### src/rtl/tlul_pkg.sv
// -----------------------------------------------------------------------------
// tlul_pkg
// Minimal TL-UL type and integrity-helper package used by the bridge and its
// bench. Mirrors the OpenTitan channel layout (32-bit address/data, 8-bit
// source, 2-bit size). The integrity helpers are a compact 7-bit XOR fold
// standing in for the full SECDED encoder; callers only rely on the fact that
// any single-bit change in a covered field changes the code.
// -----------------------------------------------------------------------------
package tlul_pkg;

  localparam int TL_AW  = 32;
  localparam int TL_DW  = 32;
  localparam int TL_AIW = 8;
  localparam int TL_DIW = 1;
  localparam int TL_SZW = 2;
  localparam int TL_DBW = TL_DW / 8;

  typedef enum logic [2:0] {
    PutFullData    = 3'h0,
    PutPartialData = 3'h1,
    Get            = 3'h4
  } tl_a_op_e;

  typedef enum logic [2:0] {
    AccessAck     = 3'h0,
    AccessAckData = 3'h1
  } tl_d_op_e;

  typedef struct packed {
    logic [6:0] cmd_intg;
    logic [6:0] data_intg;
  } tl_a_user_t;

  typedef struct packed {
    logic [6:0] rsp_intg;
    logic [6:0] data_intg;
  } tl_d_user_t;

  typedef struct packed {
    logic              a_valid;
    tl_a_op_e          a_opcode;
    logic [2:0]        a_param;
    logic [TL_SZW-1:0] a_size;
    logic [TL_AIW-1:0] a_source;
    logic [TL_AW-1:0]  a_address;
    logic [TL_DBW-1:0] a_mask;
    logic [TL_DW-1:0]  a_data;
    tl_a_user_t        a_user;
    logic              d_ready;
  } tl_h2d_t;

  typedef struct packed {
    logic              d_valid;
    tl_d_op_e          d_opcode;
    logic [2:0]        d_param;
    logic [TL_SZW-1:0] d_size;
    logic [TL_AIW-1:0] d_source;
    logic [TL_DIW-1:0] d_sink;
    logic [TL_DW-1:0]  d_data;
    tl_d_user_t        d_user;
    logic              d_error;
    logic              a_ready;
  } tl_d2h_t;

  // Bit i of the input folds into code bit (i mod 7).
  function automatic logic [6:0] intg_fold(input logic [63:0] d);
    logic [6:0] r;
    r = '0;
    for (int i = 0; i < 64; i++) begin
      r[i % 7] = r[i % 7] ^ d[i];
    end
    return r;
  endfunction

  // Command integrity covers opcode, mask and address.
  function automatic logic [6:0] get_cmd_intg(input tl_h2d_t tl);
    return intg_fold({25'h0, tl.a_opcode, tl.a_mask, tl.a_address});
  endfunction

  function automatic logic [6:0] get_data_intg(input logic [TL_DW-1:0] data);
    return intg_fold({32'h0, data});
  endfunction

  // Response integrity covers opcode, size and error.
  function automatic logic [6:0] get_rsp_intg(input tl_d2h_t tl);
    return intg_fold({58'h0, tl.d_opcode, tl.d_size, tl.d_error});
  endfunction

endpackage

### src/rtl/tlul_apb_pkg.sv
// -----------------------------------------------------------------------------
// tlul_apb_pkg
// Shared types for the TL-UL to APB3 master bridge: FSM state encoding, the
// captured-request record and the default ACCESS-phase timeout.
// -----------------------------------------------------------------------------
package tlul_apb_pkg;

  localparam int unsigned DEFAULT_TIMEOUT = 1024;

  typedef enum logic [1:0] {
    IDLE,
    SETUP,
    ACCESS,
    RESP
  } state_e;

  // Request as latched on acceptance; err also accumulates APB-side errors.
  typedef struct packed {
    logic [tlul_pkg::TL_AW-1:0]  addr;
    logic                        write;
    logic [tlul_pkg::TL_DW-1:0]  wdata;
    logic [tlul_pkg::TL_DBW-1:0] strb;
    logic [tlul_pkg::TL_AIW-1:0] source;
    logic [tlul_pkg::TL_SZW-1:0] size;
    logic                        err;
  } req_t;

endpackage

### src/rtl/tlul_apb_master_bridge.sv
// -----------------------------------------------------------------------------
// tlul_apb_master_bridge
// TL-UL device-side responder that converts single-beat Get / PutFullData /
// PutPartialData requests into APB3 master transfers, one at a time, and
// returns an integrity-protected D-channel response.
//
// Ports:
//   clk, rstn        clock, asynchronous active-low reset
//   tl_i             TL-UL A channel plus d_ready
//   tl_o             TL-UL D channel plus a_ready
//   apb_paddr..pstrb registered APB3 master outputs
//   apb_prdata       APB read data
//   apb_pready       APB ready (only looked at during ACCESS)
//   apb_pslverr      APB slave error (sampled with pready)
//
// Malformed requests (bad opcode, size, full-put mask or integrity) skip the
// APB bus entirely and go straight to an error response.
// -----------------------------------------------------------------------------
module tlul_apb_master_bridge
  import tlul_apb_pkg::*;
#(
  parameter int unsigned TIMEOUT_CYCLES = DEFAULT_TIMEOUT,
  parameter int unsigned ADDR_W         = 32
) (
  input  logic               clk,
  input  logic               rstn,
  input  tlul_pkg::tl_h2d_t  tl_i,
  output tlul_pkg::tl_d2h_t  tl_o,
  output logic [ADDR_W-1:0]  apb_paddr,
  output logic               apb_psel,
  output logic               apb_penable,
  output logic               apb_pwrite,
  output logic [31:0]        apb_pwdata,
  output logic [3:0]         apb_pstrb,
  input  logic [31:0]        apb_prdata,
  input  logic               apb_pready,
  input  logic               apb_pslverr
);

  localparam int unsigned CNT_W = (TIMEOUT_CYCLES > 1) ? $clog2(TIMEOUT_CYCLES) : 1;
  localparam logic [CNT_W-1:0] CNT_LAST = CNT_W'(TIMEOUT_CYCLES - 1);

  state_e            state_q, state_d;
  req_t              req_q;
  logic [CNT_W-1:0]  cnt_q;
  logic [31:0]       rdata_q;
  logic              a_ready_q, psel_q, penable_q;

  logic              req_is_get, req_is_put, req_err;
  logic              accept, timed_out;
  tlul_pkg::tl_d2h_t rsp;

  // ---------------------------------------------------------------------------
  // Request decode
  // ---------------------------------------------------------------------------
  always_comb begin
    req_is_get = (tl_i.a_opcode == tlul_pkg::Get);
    req_is_put = (tl_i.a_opcode == tlul_pkg::PutFullData) ||
                 (tl_i.a_opcode == tlul_pkg::PutPartialData);
    req_err    = !(req_is_get || req_is_put)
               || (tl_i.a_size > 2'd2)
               || ((tl_i.a_opcode == tlul_pkg::PutFullData) && (tl_i.a_mask != 4'hF))
               || (tl_i.a_user.cmd_intg != tlul_pkg::get_cmd_intg(tl_i))
               || (req_is_put &&
                   (tl_i.a_user.data_intg != tlul_pkg::get_data_intg(tl_i.a_data)));
  end

  assign accept    = (state_q == IDLE) && a_ready_q && tl_i.a_valid;
  // pready has priority: a ready on the threshold cycle is a normal completion.
  assign timed_out = (TIMEOUT_CYCLES != 0) && (state_q == ACCESS) &&
                     !apb_pready && (cnt_q == CNT_LAST);

  // ---------------------------------------------------------------------------
  // FSM
  // ---------------------------------------------------------------------------
  // NOTE: every combinational output gets its default before the case so no
  // path leaves it unassigned, which would otherwise infer a latch.
  always_comb begin
    state_d = state_q;
    case (state_q)
      IDLE:    if (accept) state_d = req_err ? RESP : SETUP;
      SETUP:   state_d = ACCESS;
      ACCESS:  if (apb_pready || timed_out) state_d = RESP;
      RESP:    if (tl_i.d_ready) state_d = IDLE;
      default: state_d = IDLE;
    endcase
  end

  // NOTE: sequential state uses non-blocking assignments so every flop samples
  // the pre-edge values regardless of statement order.
  always_ff @(posedge clk or negedge rstn) begin
    if (!rstn) begin
      state_q   <= IDLE;
      a_ready_q <= 1'b0;
      psel_q    <= 1'b0;
      penable_q <= 1'b0;
    end else begin
      state_q   <= state_d;
      a_ready_q <= (state_d == IDLE);
      psel_q    <= (state_d inside {SETUP, ACCESS});
      penable_q <= (state_d == ACCESS);
    end
  end

  // ---------------------------------------------------------------------------
  // Request capture, APB read capture and ACCESS-phase counter
  // ---------------------------------------------------------------------------
  always_ff @(posedge clk or negedge rstn) begin
    if (!rstn) begin
      req_q   <= '0;
      rdata_q <= '0;
      cnt_q   <= '0;
    end else begin
      if (accept) begin
        req_q.addr   <= {tl_i.a_address[tlul_pkg::TL_AW-1:2], 2'b00};
        req_q.write  <= !req_is_get;
        req_q.wdata  <= req_is_get ? '0 : tl_i.a_data;
        req_q.strb   <= req_is_get ? '0 : tl_i.a_mask;
        req_q.source <= tl_i.a_source;
        req_q.size   <= tl_i.a_size;
        req_q.err    <= req_err;
        rdata_q      <= '0;
      end else if (state_q == ACCESS) begin
        if (apb_pready) begin
          req_q.err <= req_q.err | apb_pslverr;
          rdata_q   <= (!req_q.write && !apb_pslverr) ? apb_prdata : '0;
        end else if (timed_out) begin
          req_q.err <= 1'b1;
        end
      end

      if ((state_q == ACCESS) && (state_d == ACCESS)) begin
        cnt_q <= cnt_q + CNT_W'(1);
      end else begin
        cnt_q <= '0;
      end
    end
  end

  // ---------------------------------------------------------------------------
  // Outputs
  // ---------------------------------------------------------------------------
  assign apb_paddr   = req_q.addr[ADDR_W-1:0];
  assign apb_psel    = psel_q;
  assign apb_penable = penable_q;
  assign apb_pwrite  = req_q.write;
  assign apb_pwdata  = req_q.wdata;
  assign apb_pstrb   = req_q.strb;

  // D fields are only driven in RESP; elsewhere the whole channel reads zero.
  always_comb begin
    rsp         = '0;
    rsp.a_ready = a_ready_q;
    if (state_q == RESP) begin
      rsp.d_valid  = 1'b1;
      rsp.d_opcode = req_q.write ? tlul_pkg::AccessAck : tlul_pkg::AccessAckData;
      rsp.d_size   = req_q.size;
      rsp.d_source = req_q.source;
      rsp.d_data   = rdata_q;
      rsp.d_error  = req_q.err;
    end
    rsp.d_user.rsp_intg  = tlul_pkg::get_rsp_intg(rsp);
    rsp.d_user.data_intg = tlul_pkg::get_data_intg(rsp.d_data);
  end

  assign tl_o = rsp;

  logic unused_sig;
  assign unused_sig = ^{tl_i.a_param, req_q.addr};

endmodule

### config.mk
export PLATFORM = sky130hd
export DESIGN_NAME = tlul_apb_master_bridge
export DESIGN_NICKNAME = d
export VERILOG_FILES = /design/src/rtl/tlul_pkg.sv /design/src/rtl/tlul_apb_pkg.sv /design/src/rtl/tlul_apb_master_bridge.sv
export SDC_FILE = /design/constraint.sdc
export NUM_CORES = 1
export LEC_CHECK = 0
export BUFFER_PORTS_ARGS = -buffer_cell sky130_fd_sc_hd__buf_2
export CAP_MARGIN = 20
export CORE_MARGIN = 2
export CORE_UTILIZATION = 50
export DETAILED_ROUTE_END_ITERATION = 8
export HOLD_SLACK_MARGIN = 0.03
export PLACE_DENSITY = 0.78
export SLEW_MARGIN = 10
export SYNTH_ARGS = -nofsm -noshare
export SYNTH_HDL_FRONTEND = slang
export SYNTH_SLANG_ARGS = --single-unit
### constraint.sdc
create_clock -name clk -period 4.6 [get_ports clk]
set_input_delay 0 -clock clk [delete_from_list [all_inputs] [get_ports clk]]
set_output_delay 0 -clock clk [all_outputs]
set_load 0.01 [all_outputs]
; Word level (Yosys, flattened, before mapping)
; Index checks and enable logic that the tools add are counted.
[totals]
wordCells = 159
regBits = 125
in_bits = 136
[op_classes]
magnitude_cmp = 1
add_sub_neg = 1
n_reduce_logical = 29
eq_ne = 11
muxes = 21
n_bitwise = 83
[op_table]
columns = cell, count
row1 = 2-to-1 mux 32 bit, 6
row2 = bitwise XOR 1 bit, 82
row3 = 2-to-1 mux 10 bit, 2
row4 = inequality test 7 bit, 2
row5 = "adder 10 x 1 -> 10 bit, second input constant", 1
row6 = "== test 10 bit, second input constant", 1
row7 = logical AND 1 bit, 8
row8 = 2-to-1 mux 2 bit, 4
row9 = 2-to-1 mux 4 bit, 2
row10 = case mux 2 bit (4 select lines), 1
row11 = logical OR 1 bit, 7
row12 = "== test 2 bit, second input constant", 3
row13 = 2-to-1 mux 1 bit, 6
row14 = nonzero test 2 bit, 3
row15 = logical NOT 1 bit, 5
row16 = "== test 2 x 1 -> 1 bit, second input constant", 2
row17 = logical NOT 2 bit, 2
row18 = "inequality test 4 bit, second input constant", 1
row19 = AND reduction 2 bit, 2
row20 = "== test 3 x 1 -> 1 bit, second input constant", 1
row21 = "== test 3 bit, second input constant", 1
row22 = logical NOT 3 bit, 1
row23 = nonzero test 3 bit, 1
row24 = "> comparator 2 bit, second input constant", 1
row25 = bitwise OR 1 bit, 1

; Longest topological paths before layout
; Gate-level depths: netlist of run 1.
[depth]
ltp_word = 14
depth_mapped = 9
ltp_nobuf = 9

; Least setup slack after synthesis of run 1
; Ideal clock, no wire load.
[synth_timing]
kind = in2reg
start = input tl_i[98] (netlist bit)
end = register cnt_q[2]
arrival_ns = 1.902
required_time_ns = 4.473
cell_stages = 9
setup_slack_ns = 2.571
setup_ns = 0.127
path_buffers = 0
path_cell_list = xnor3_1 -> xnor3_1 -> o311ai_1 -> nor4_2 -> a21oi_1 -> a211o_1 -> ha_1 -> nand2_1 -> nor2_1
[synth_via]
elab_chain_len = 14
word_cells_on_any_way = 20
cone_classes = eq/ne: 4 / mux: 4 / bitwise: 1 / reduce/logical: 11
[synth_rtl]
columns = element, line
row1 = start: declaration, tlul_apb_master_bridge.sv:27  ; input tlul_pkg::tl_h2d_t tl_i,
row2 = == test 3 x 1 -> 1 bit or logical NOT 3 bit (tied branches), "tlul_apb_master_bridge.sv:59, tlul_apb_master_bridge.sv:58, tlul_apb_master_bridge.sv:62"
row3 = logical OR 1 bit, tlul_apb_master_bridge.sv:58  ; req_is_put = (tl_i.a_opcode == tlul_pkg::PutFullData) ||
row4 = logical OR 1 bit, tlul_apb_master_bridge.sv:60  ; req_err = !(req_is_get || req_is_put)
row5 = logical NOT 1 bit, tlul_apb_master_bridge.sv:60
row6 = logical OR 1 bit, tlul_apb_master_bridge.sv:61  ; || (tl_i.a_size > 2'd2)
row7 = logical OR 1 bit, tlul_apb_master_bridge.sv:62  ; || ((tl_i.a_opcode == tlul_pkg::PutFullData) && (tl_i.a_mask != 4'hF))
row8 = logical OR 1 bit, tlul_apb_master_bridge.sv:63  ; || (tl_i.a_user.cmd_intg != tlul_pkg::get_cmd_intg(tl_i))
row9 = logical OR 1 bit (*), tlul_apb_master_bridge.sv:64  ; || (req_is_put &&
row10 = 2-to-1 mux 2 bit (*) (2 in a row), tlul_apb_master_bridge.sv:81  ; IDLE: if (accept) state_d = req_err ? RESP : SETUP;
row11 = case mux 2 bit (4 select lines) (*), tlul_apb_master_bridge.sv:80  ; case (state_q)
row12 = via state_d[1], tlul_apb_master_bridge.sv:43  ; state_e state_q, state_d;
row13 = == test 2 bit (*), tlul_apb_master_bridge.sv:132  ; if ((state_q == ACCESS) && (state_d == ACCESS)) begin
row14 = logical AND 1 bit (*), tlul_apb_master_bridge.sv:132
row15 = 2-to-1 mux 10 bit (*), tlul_apb_master_bridge.sv:132
row16 = end signal: assignment, tlul_apb_master_bridge.sv:133  ; cnt_q <= cnt_q + CNT_W'(1);
row17 = end: declaration, tlul_apb_master_bridge.sv:45  ; logic [CNT_W-1:0] cnt_q;
; The timed path passes the listed nets; every way through them passes the cells marked *.
; A chain may end at the register's enable or synchronous reset.

; Worst setup path in the final report of run 1
[layout_timing]
start = input tl_i[46] (netlist bit)
end = register cnt_q[5]
[layout_via]
elab_chain_len = 10
[layout_rtl]
columns = element, line
row1 = bitwise XOR 1 bit, tlul_pkg.sv:70  ; r[i % 7] = r[i % 7] ^ d[i];
row2 = inequality test 7 bit, tlul_apb_master_bridge.sv:65  ; (tl_i.a_user.data_intg != tlul_pkg::get_data_intg(tl_i.a_data)));
row3 = logical AND 1 bit, tlul_apb_master_bridge.sv:64
row4 = logical OR 1 bit, tlul_apb_master_bridge.sv:64
row5 = 2-to-1 mux 2 bit (2 in a row), tlul_apb_master_bridge.sv:81
row6 = case mux 2 bit (4 select lines), tlul_apb_master_bridge.sv:80
row7 = via state_d[1], tlul_apb_master_bridge.sv:43
row8 = == test 2 bit, tlul_apb_master_bridge.sv:132
row9 = logical AND 1 bit, tlul_apb_master_bridge.sv:132
row10 = 2-to-1 mux 10 bit, tlul_apb_master_bridge.sv:132
; The timed path passes the listed nets, and every way through them passes these cells.

==> impl_metrics.ini, run 1 <==
[status]
status = completed

[worst_setup_path]
crit_fanout = 9
worstSetupEndpointType = flip-flop
path_class = input port to flip-flop
worstRegToRegCells = 4
required_ns = 4.89
reg2reg_slack_ns = 1.96
r2r_end = apb_pwdata[27]$_DFFE_PN0P_
startpoint_type = input port
worst_ep_arrival_time_ns = 3.01
r2r-start = state_q[0]$_DFF_PN0_

[cts]
worstSkewPairLatency_ns = 0.42
cts_tree = built
path_clk_slew_ns = 0.06
cts-root-buf = clkbuf_16
cts_buffers = 17
post_cts_buffers = 0
cts.sinks = 125
clk_path_buf_depth = 2
htreeDepth = 4

[power]
powerDensity_mw_per_mm2 = 591.1
power_mw = 5.547
ir_worst_vdd_mv = 0.4045
p_leak_nw = 5.014

[sta]
finalHoldViolations = 0
worst_pin_slew_ns = 1.006
fmax_mhz = 366.9
final_min_period_over_clock_period = 0.5925
fin_worst_skew_ns = 0.009792
finalCriticalPeriod_ns = 2.725
slew_violations = 0
setup-tns-final_ns = 0
slew_headroom = 0.3281
grt_setup_unrepaired = false
setup_viol = 0

[floorplan]
row_count = 42
die_h_um = 119.9
die_w_um = 119.9
die_area_mm2 = 0.01439
ios = 273
start_util = 0.5096
core_area_mm2 = 0.01319

[logic_synthesis]
syn_inst = 699
synth.avg_cell_area_um2 = 9.616
ys_seq_area_frac = 0.4654
synth_seq_cells = 125
yosys-top-cells-area = dfrtp_1, buf_4, nand2_1
ys.warnings.count = 0
syn-cell-area_mm2 = 0.006721
synth_top_area_share = 0.4654
synth_top_area_cell = dfrtp_1
synthDistinctLibCells = 35

[global_routing]
overflow = 0
grtUsageTotal = 0.2856
antenna_found_initial = 0
grt_pass1_vias = 6394
grt_max_degree = 85
grt_pass1_wl_um = 31880

[placement]
hpwlAfterDp_um = 11900
gp_congestion = 0.8452
portBuffers = 258

[run]
cap_violations = 0

[hold_path]
whs_path_depth = 3
holdCritStartpoint = tl_i[97]
hold_path_end = req_q[0]$_DFFE_PN0P_
min_path_type = input port to flip-flop

[final_layout]
nNetsFinal = 1121
drive_above_1_share = 0.3055
utilization = 0.7114
diodes = 0
synthToLayoutAreaGrowth_pct = 39.61

[routing]
first_pass_iters = 5
route.detailed.drc = 0
antenna_left = 0
post_drt_wl_per_cell_um = 17.35
vias = 6139
via_per_inst = 5.243
dr.first_iter.drc_count = 504
routed_wl_um = 20310
## worst max path at each step
stage / from / slack, ns / to / cells past startpoint
finish: tl_i[46] / 1.87 / cnt_q[5]$_DFF_PN0_ / 11
global route: tl_i[39] / 1.72 / cnt_q[4]$_DFF_PN0_ / 11
CTS: tl_i[39] / 1.92 / cnt_q[5]$_DFF_PN0_ / 11
detailed placement: state_q[0]$_DFF_PN0_ / 1.97 / apb_pwdata[1]$_DFFE_PN0P_ / 4
global placement: state_q[0]$_DFF_PN0_ / 1.96 / apb_pwdata[2]$_DFFE_PN0P_ / 4
floorplan: tl_i[98] / 2.57 / cnt_q[2]$_DFF_PN0_ / 9
## cells by family (layout without fill, tap and decap cells)
logic type / count (synthesis) / in the layout / synth area share
adders and majority gates: 3 / 3 / 0.005585
DFF: 125 / 125 / 0.4654
other: 1 / 11 / 0.0005579
and+or+nand+nor: 272 / 272 / 0.1824
AOI/OAI and AO/OA: 81 / 81 / 0.08470
buffers and inverters: 126 / 412 / 0.1162
xor gates and xnor gates: 91 / 91 / 0.1452
## what timing repair did
| action | in CTS | in global routing |
|---|---|---|
| hold buffers | 110 | 0 |
| resized for setup | 0 | 0 |
| endpoints found under the hold margin | 193 | 0 |
## per-layer routing
metal / up-vias / share of wire / routed length [µm] / global-route usage
met1: 2952 / 0.38 / 7752 / 0.3281
met2: 323 / 0.51 / 10460 / 0.4908
met3: 75 / 0.062 / 1267 / 0.07082
li1: 2789 / - / - / -
met4: 0 / 0.041 / 832 / 0.1500
met5: - / 0 / 0 / 0
## synthesized netlist by cell type, drive strengths merged
cell type,instances
nor4bb,1
nand4,1
buf,85
a21o,1
nand3,35
nand4bb,1
a22oi,1
a211o,1
and2,1
nor2b,1
a211oi,1
clkbuf,38
xnor2,56
o21a,1
a311o,1
nor3,1
xnor3,13
nand2,159
inv,3
a22o,36
a221oi,1
conb,1
a31oi,2
o21ai,1
xor2,22
a21oi,34
nor4,2
nor2,21
dfrtp,125
and4,2
o311ai,1
ha,3
and3,47
## state kept, by name, indices dropped and copies added, names as in the netlist
signal / cells
apb_paddr: 30
rdata_q: 32
req_q: 11
apb_pwdata: 32
apb_penable: 1
apb_pwrite: 1
cnt_q: 10
apb_psel: 1
state_q: 2
apb_pstrb: 4
a_ready_q: 1
## where the power goes
part	total [mW]	internal (mW)	switching, mW
clock network	1.39	0.905	0.482
logic	2.23	1.02	1.21
registers	1.93	1.58	0.354
## final cells by class
type                    count  area [µm²]
fillers                   905        3806
flip-flops and latches    125        3128
multi-input cells         458        2895
repair buffers            377        2510
clock buffers              21       480.5
well taps                 176       220.2
clock inverters            11       138.9
inverters                   3       11.26
## worst max-delay path, stage by stage
cell	delay (ns)
dlygate4sd3_1	0.54
buf_2	0.14
xnor2_1	0.23
xnor3_1	0.36
nor4_1	0.41
a311o_1	0.30
a21oi_1	0.12
a211o_1	0.32
ha_1	0.24
nand2_1	0.26
nor2_1	0.09
## per-stage QoR
stage               std cells  hold slack (ns)  setup slack (ns)  cell area [µm²]
floorplan                 709          -0.2956             2.571             6759
global placement         1026           0.1910             1.963             7594
detailed placement       1026           0.1932             1.966             7594
CTS                      1168          0.03363             1.918             9314
global route             1171          0.05665             1.717             9384
finish                   1171          0.03909             1.875             9384
## cell usage in the layout, fill, tap and decap left out, drive strengths merged, types with 22 or more instances in the layout
cell type,n
nand3,35
xor2,22
xnor2,56
a21oi,34
dfrtp,125
and3,47
nand2,159
a22o,36
buf,267
dlygate4sd3,110
No activity file was read; power rests on OpenSTA's default activity.
==> inputs of run 2 (changes only) <==
CORE_UTILIZATION = 44   (was 50)
PLACE_DENSITY = 0.73   (was 0.78)
clock period = 2.5 ns   (was 4.6 ns; I/O delays follow)
==> run 2 against run 1 <==
Net effect: clock power increased by 88%; combinational power increased by 84%; hold slack improved by 0.066 ns; largest power group unchanged; global-route usage decreased by 4.2 points; clock skew about the same; utilization decreased by 8.5 points; power increased by 84%; highest routed layer unchanged.
==> impl_metrics.ini, run 2 (synthesized netlist as in run 1, its figures left out) <==
[final_layout]
final_common_cell = buf_2
mostFrequentLayoutCells = buf_2, nand2_1, dfrtp_1
multi_input_area_mm2 = 0.002913
seq_area_mm2 = 0.003128
diodes = 0
nNetsFinal = 1126
layoutNonFillerInstCount = 1188
drive_above_1_share = 0.3100
design_area_mm2 = 0.009450
fillerInstances = 1203
utilization = 0.6263
synthToLayoutAreaGrowth_pct = 40.60

[power]
seq_power_share = 0.344
ir_worst_vdd_mv = 0.5938
comb_power_share = 0.400
p_leak_nw = 5.026
switching_share = 0.3675
pwr-share-clk = 0.256
internal_power_mw = 6.471
p_switching_mw = 3.760
power_mw = 10.23
powerDensity_mw_per_mm2 = 1083

[floorplan]
die_area_mm2 = 0.01628
die_w_um = 127.6
start_util = 0.4454
row_count = 45
die_h_um = 127.6
core_area_mm2 = 0.01509
ios = 273

[sta]
setup_viol = 0
finalCriticalPeriod_ns = 2.430
finalHoldViolations = 0
grt_setup_unrepaired = false
setup_slack_ns = 0.07037
worst_pin_slew_ns = 0.6955
final_min_period_over_clock_period = 0.9719
fin_worst_skew_ns = 0.01026
fmax_mhz = 411.6
setup-tns-final_ns = 0
slew_violations = 0
worst_hold_slack_ns = 0.1052
slew_headroom = 0.5363

[routing]
antenna_left = 0
vias = 5985
routed_wl_um = 19710
post_drt_wl_per_cell_um = 16.59
first_pass_iters = 5
dr.first_iter.drc_count = 372
route.detailed.drc = 0
via_per_inst = 5.038

[global_routing]
globalRouteMet1Util = 0.3097
grt_max_degree = 79
grt_pass1_wl_um = 30950
overflow = 0
top_usage_layer = met2
grt_pass1_vias = 6005
grt_util_met2 = 0.3907
grt_util_met3 = 0.06240
grtUsageTotal = 0.2434
antenna_found_initial = 0

[worst_setup_path]
path_buf_inv = 3
worstSetupEndpointType = flip-flop
r2r-start = state_q[1]$_DFF_PN0_
crit_fanout = 2
path_class = input port to flip-flop
path_cells = dlygate4sd3_1, buf_2, xnor2_1, xnor3_1, nor4_4, a311o_1, a21oi_1, a211o_1, ha_1, buf_4, and3_1
cp_slowest_cell = dlygate4sd3_1
crit_family = buffers and inverters
max_stage_delay_ns = 0.55
startpoint_type = input port
required_ns = 2.80
worst_ep_arrival_time_ns = 2.73
worstSetupStartpoint = tl_i[39]

[cts]
clk_path_buf_depth = 2
cts_buffers = 17
htreeDepth = 4
path_clk_slew_ns = 0.05
cts_tree = built
post_cts_buffers = 0
cts.sinks = 125
worstSkewPairLatency_ns = 0.41
cts-root-buf = clkbuf_16

[placement]
post-place-ws_ns = 0.02301
placed_cells = 1045
gp_congestion = 0.8589
portBuffers = 258
hpwlAfterDp_um = 12140
place_area_mm2 = 0.007691

[status]
status = completed

[run]
cap_violations = 0

[hold_path]
min_path_type = input port to flip-flop
holdCritStartpoint = apb_pready
## run 2: cell count changes in the layout (fill, tap and decap cells not counted), sizes merged
cell	previous run	this run
buf	267	271
bufinv	3	4
clkinv	6	4
clkinvlp	2	5
dlygate4sd3	110	111
clkbuf	21	18
inv	3	4
## run 2: metal layers
layer	wire length, µm	up-vias
li1	-	2806
met1	8217	2863
met2	9524	258
met3	1161	58
met4	807	0
met5	0	-
## run 2: final cells by class
type                       count  share of cell area
inverter                       3            0.001192
tap                          188             0.02489
timing repair buffer         382              0.2688
sequential                   125              0.3310
multi-input combinational    458              0.3082
clock inverter                14             0.02052
clock buffer                  18             0.04541
## run 2: what timing repair did
| action | 4_1_cts | 5_1_grt |
|---|---|---|
| hold endpoints to repair | 161 | 0 |
| hold buffers | 111 | 0 |
| gates resized for setup | 0 | 4 |
| endpoints found under the setup margin | 0 | 10 |
## run 2: worst paths after layout
kind                       cells after the start  slack (ns)                        end
setup / recovery                              11        0.07         cnt_q[1]$_DFF_PN0_
hold / removal                                 4        0.11       state_q[0]$_DFF_PN0_
setup reg to reg                               6        0.49         cnt_q[1]$_DFF_PN0_
hold reg to reg                                2        0.47       req_q[7]$_DFFE_PN0P_
max in group asynchronous                      3        1.56        a_ready_q$_DFF_PN0_
min in group asynchronous                      2        0.18  apb_paddr[17]$_DFFE_PN0P_
## run 2: worst reg2reg max path: cells and delay by family (launching register included)
family	cells	cell delay [ns]
buffers and inverters	2	0.55
DFF	1	0.51
AOI/OAI and AO/OA	1	0.33
and+or+nand+nor	2	0.30
adders and majority gates	1	0.22
## run 2: power groups by stage
stage / clock network (mW) / logic (mW) / registers, mW
2_1_floorplan: 0 / 3.21 / 3.36
3_3_place_gp: 0 / 3.83 / 3.49
3_5_place_dp: 0 / 3.90 / 3.51
4_1_cts: 2.66 / 4.04 / 3.50
5_1_grt: 2.75 / 4.48 / 3.62
6_report: 2.62 / 4.10 / 3.52
==> inputs of run 3 (changes only) <==
==> constraint.sdc (replaced) <==
create_clock -name clk -period 2.5 [get_ports clk]
set_input_delay 0.5 -clock clk [delete_from_list [all_inputs] [get_ports clk]]
set_output_delay 0.5 -clock clk [all_outputs]
set_load 0.01 [all_outputs]
==> run 3 against run 2 <==
Net effect: global-route usage down 3.2 points; critical endpoint is now cnt_q[5]$_DFF_PN0_; hold slack gained 0.17 ns; critical path type unchanged; largest cell class unchanged; sequential power is essentially flat.
==> impl_metrics.ini, run 3 (synthesized netlist as in run 1, its figures left out) <==
[routing]
routed_wl_um = 17190
antenna_left = 0
post_drt_wl_per_cell_um = 15.70
via_per_inst = 4.995
first_pass_iters = 5
dr.first_iter.drc_count = 331
vias = 5469
route.detailed.drc = 0

[sta]
finalCriticalPeriod_ns = 2.354
setup-tns-final_ns = 0
grt_setup_unrepaired = false
slew_violations = 0
worst_hold_slack_ns = 0.2781
worst_pin_slew_ns = 0.5015
fin_worst_skew_ns = 0.004504
setup_viol = 0
fmax_mhz = 424.8
finalHoldViolations = 0
final_min_period_over_clock_period = 0.9415
slew_headroom = 0.6650

[worst_setup_path]
worst_ep_arrival_time_ns = 2.65
startpoint_type = input port
reg2reg_slack_ns = 0.50
crit_fanout = 9
r2r_end = cnt_q[5]$_DFF_PN0_
r2r-start = cnt_q[0]$_DFF_PN0_
worstSetupEndpointType = flip-flop
required_ns = 2.79
worstRegToRegCells = 9
path_class = input port to flip-flop

[hold_path]
min_path_type = input port to flip-flop
whs_path_depth = 3
holdCritStartpoint = tl_i[84]
hold_path_end = req_q[4]$_DFFE_PN0P_

[cts]
cts_tree = built
clk_path_buf_depth = 2
worstSkewPairLatency_ns = 0.41
post_cts_buffers = 0
cts.sinks = 125
cts_buffers = 17
htreeDepth = 4
cts-root-buf = clkbuf_16
path_clk_slew_ns = 0.06

[floorplan]
die_h_um = 127.6
start_util = 0.4454
die_w_um = 127.6
ios = 273
die_area_mm2 = 0.01628
core_area_mm2 = 0.01509
row_count = 45

[final_layout]
final_common_cell = buf_2
nNetsFinal = 1032
seq_area_mm2 = 0.003129
drive_above_1_share = 0.3598
mostFrequentLayoutCells = buf_2, nand2_1, dfrtp_1
fillerInstances = 1363
synthToLayoutAreaGrowth_pct = 25.47
multi_input_area_mm2 = 0.002905

[placement]
portBuffers = 258
gp_congestion = 0.8661
hpwlAfterDp_um = 12330

[global_routing]
grt_max_degree = 77
grt_pass1_wl_um = 26850
antenna_found_initial = 0
grt_pass1_vias = 5337
overflow = 0
grtUsageTotal = 0.2117

[power]
power_mw = 9.896
p_leak_nw = 4.627
powerDensity_mw_per_mm2 = 1173
ir_worst_vdd_mv = 0.5303

[run]
cap_violations = 0

[status]
status = completed
[run 3: cell count changes in the layout (fill, tap and decap cells not counted), sizes merged]
cell / before / now
bufinv: 4 / 3
clkinv: 4 / 6
clkinvlp: 5 / 4
buf: 271 / 287
dlygate4sd3: 111 / 1
diode: 0 / 1
[run 3: per-stage QoR]
step / instance area (µm²) / setup slack [ns] / util / instances
2_1_floorplan: 6761 / 0.02945 / - / 709
3_3_place_gp: 7801 / -0.3361 / 0.5170 / 1061
3_5_place_dp: 7801 / -0.3537 / 0.5170 / 1061
4_1_cts: 8411 / 0.01512 / 0.5574 / 1094
5_1_grt: 8431 / 0.01733 / 0.5587 / 1094
6_report: 8433 / 0.1461 / 0.5589 / 1095
[run 3: routing by layer]
layer	global-route usage	wire, µm	share of wire	vias to the layer above
met5	0	0	0	-
met2	0.3511	8429	0.49	172
met3	0.04899	938	0.055	40
met1	0.2645	7324	0.43	2640
met4	0.09502	495	0.029	0
li1	-	-	-	2617
[run 3: what timing repair did]
item                                    4_1_cts  5_1_grt
hold buffers                                  1        0
gates resized for setup                       0        4
endpoints found under the setup margin        0       39
hold endpoints to repair                     10        0
[run 3: critical path, stage by stage]
cell and delay, ns:
buf_2 0.11, xnor2_1 0.19, xnor3_1 0.43, nor4_2 0.34, a311o_1 0.23, a21oi_1 0.09
a211o_1 0.30, ha_1 0.23, nand2_2 0.16, nor2_1 0.07
[run 3: worst max-delay path by stage]
stage	start	endpoint	slack (ns)
after global placement	tl_i[98]	cnt_q[7]$_DFF_PN0_	-0.34
after detailed placement	tl_i[98]	cnt_q[6]$_DFF_PN0_	-0.35
after floorplan	tl_i[98]	cnt_q[2]$_DFF_PN0_	0.03
final	tl_i[39]	cnt_q[5]$_DFF_PN0_	0.15
after CTS	state_q[1]$_DFF_PN0_	tl_o[23]	0.02
after global routing	tl_i[39]	cnt_q[5]$_DFF_PN0_	0.02
[run 3: final cells by class]
cell class                 count  area share
timing repair buffer         288      0.1838
sequential                   125      0.3711
antenna                        1   0.0002967
clock inverter                14     0.02018
inverter                       3    0.001335
tap                          188     0.02789
clock buffer                  18     0.05089
multi-input combinational    458      0.3445
[run 3: power breakdown]
group	switching [mW]	total, mW	leakage (nW)	internal, mW
Sequential	0.616	3.52	1.61	2.90
Clock	0.932	2.50	0.282	1.57
Combinational	2.08	3.88	2.73	1.80
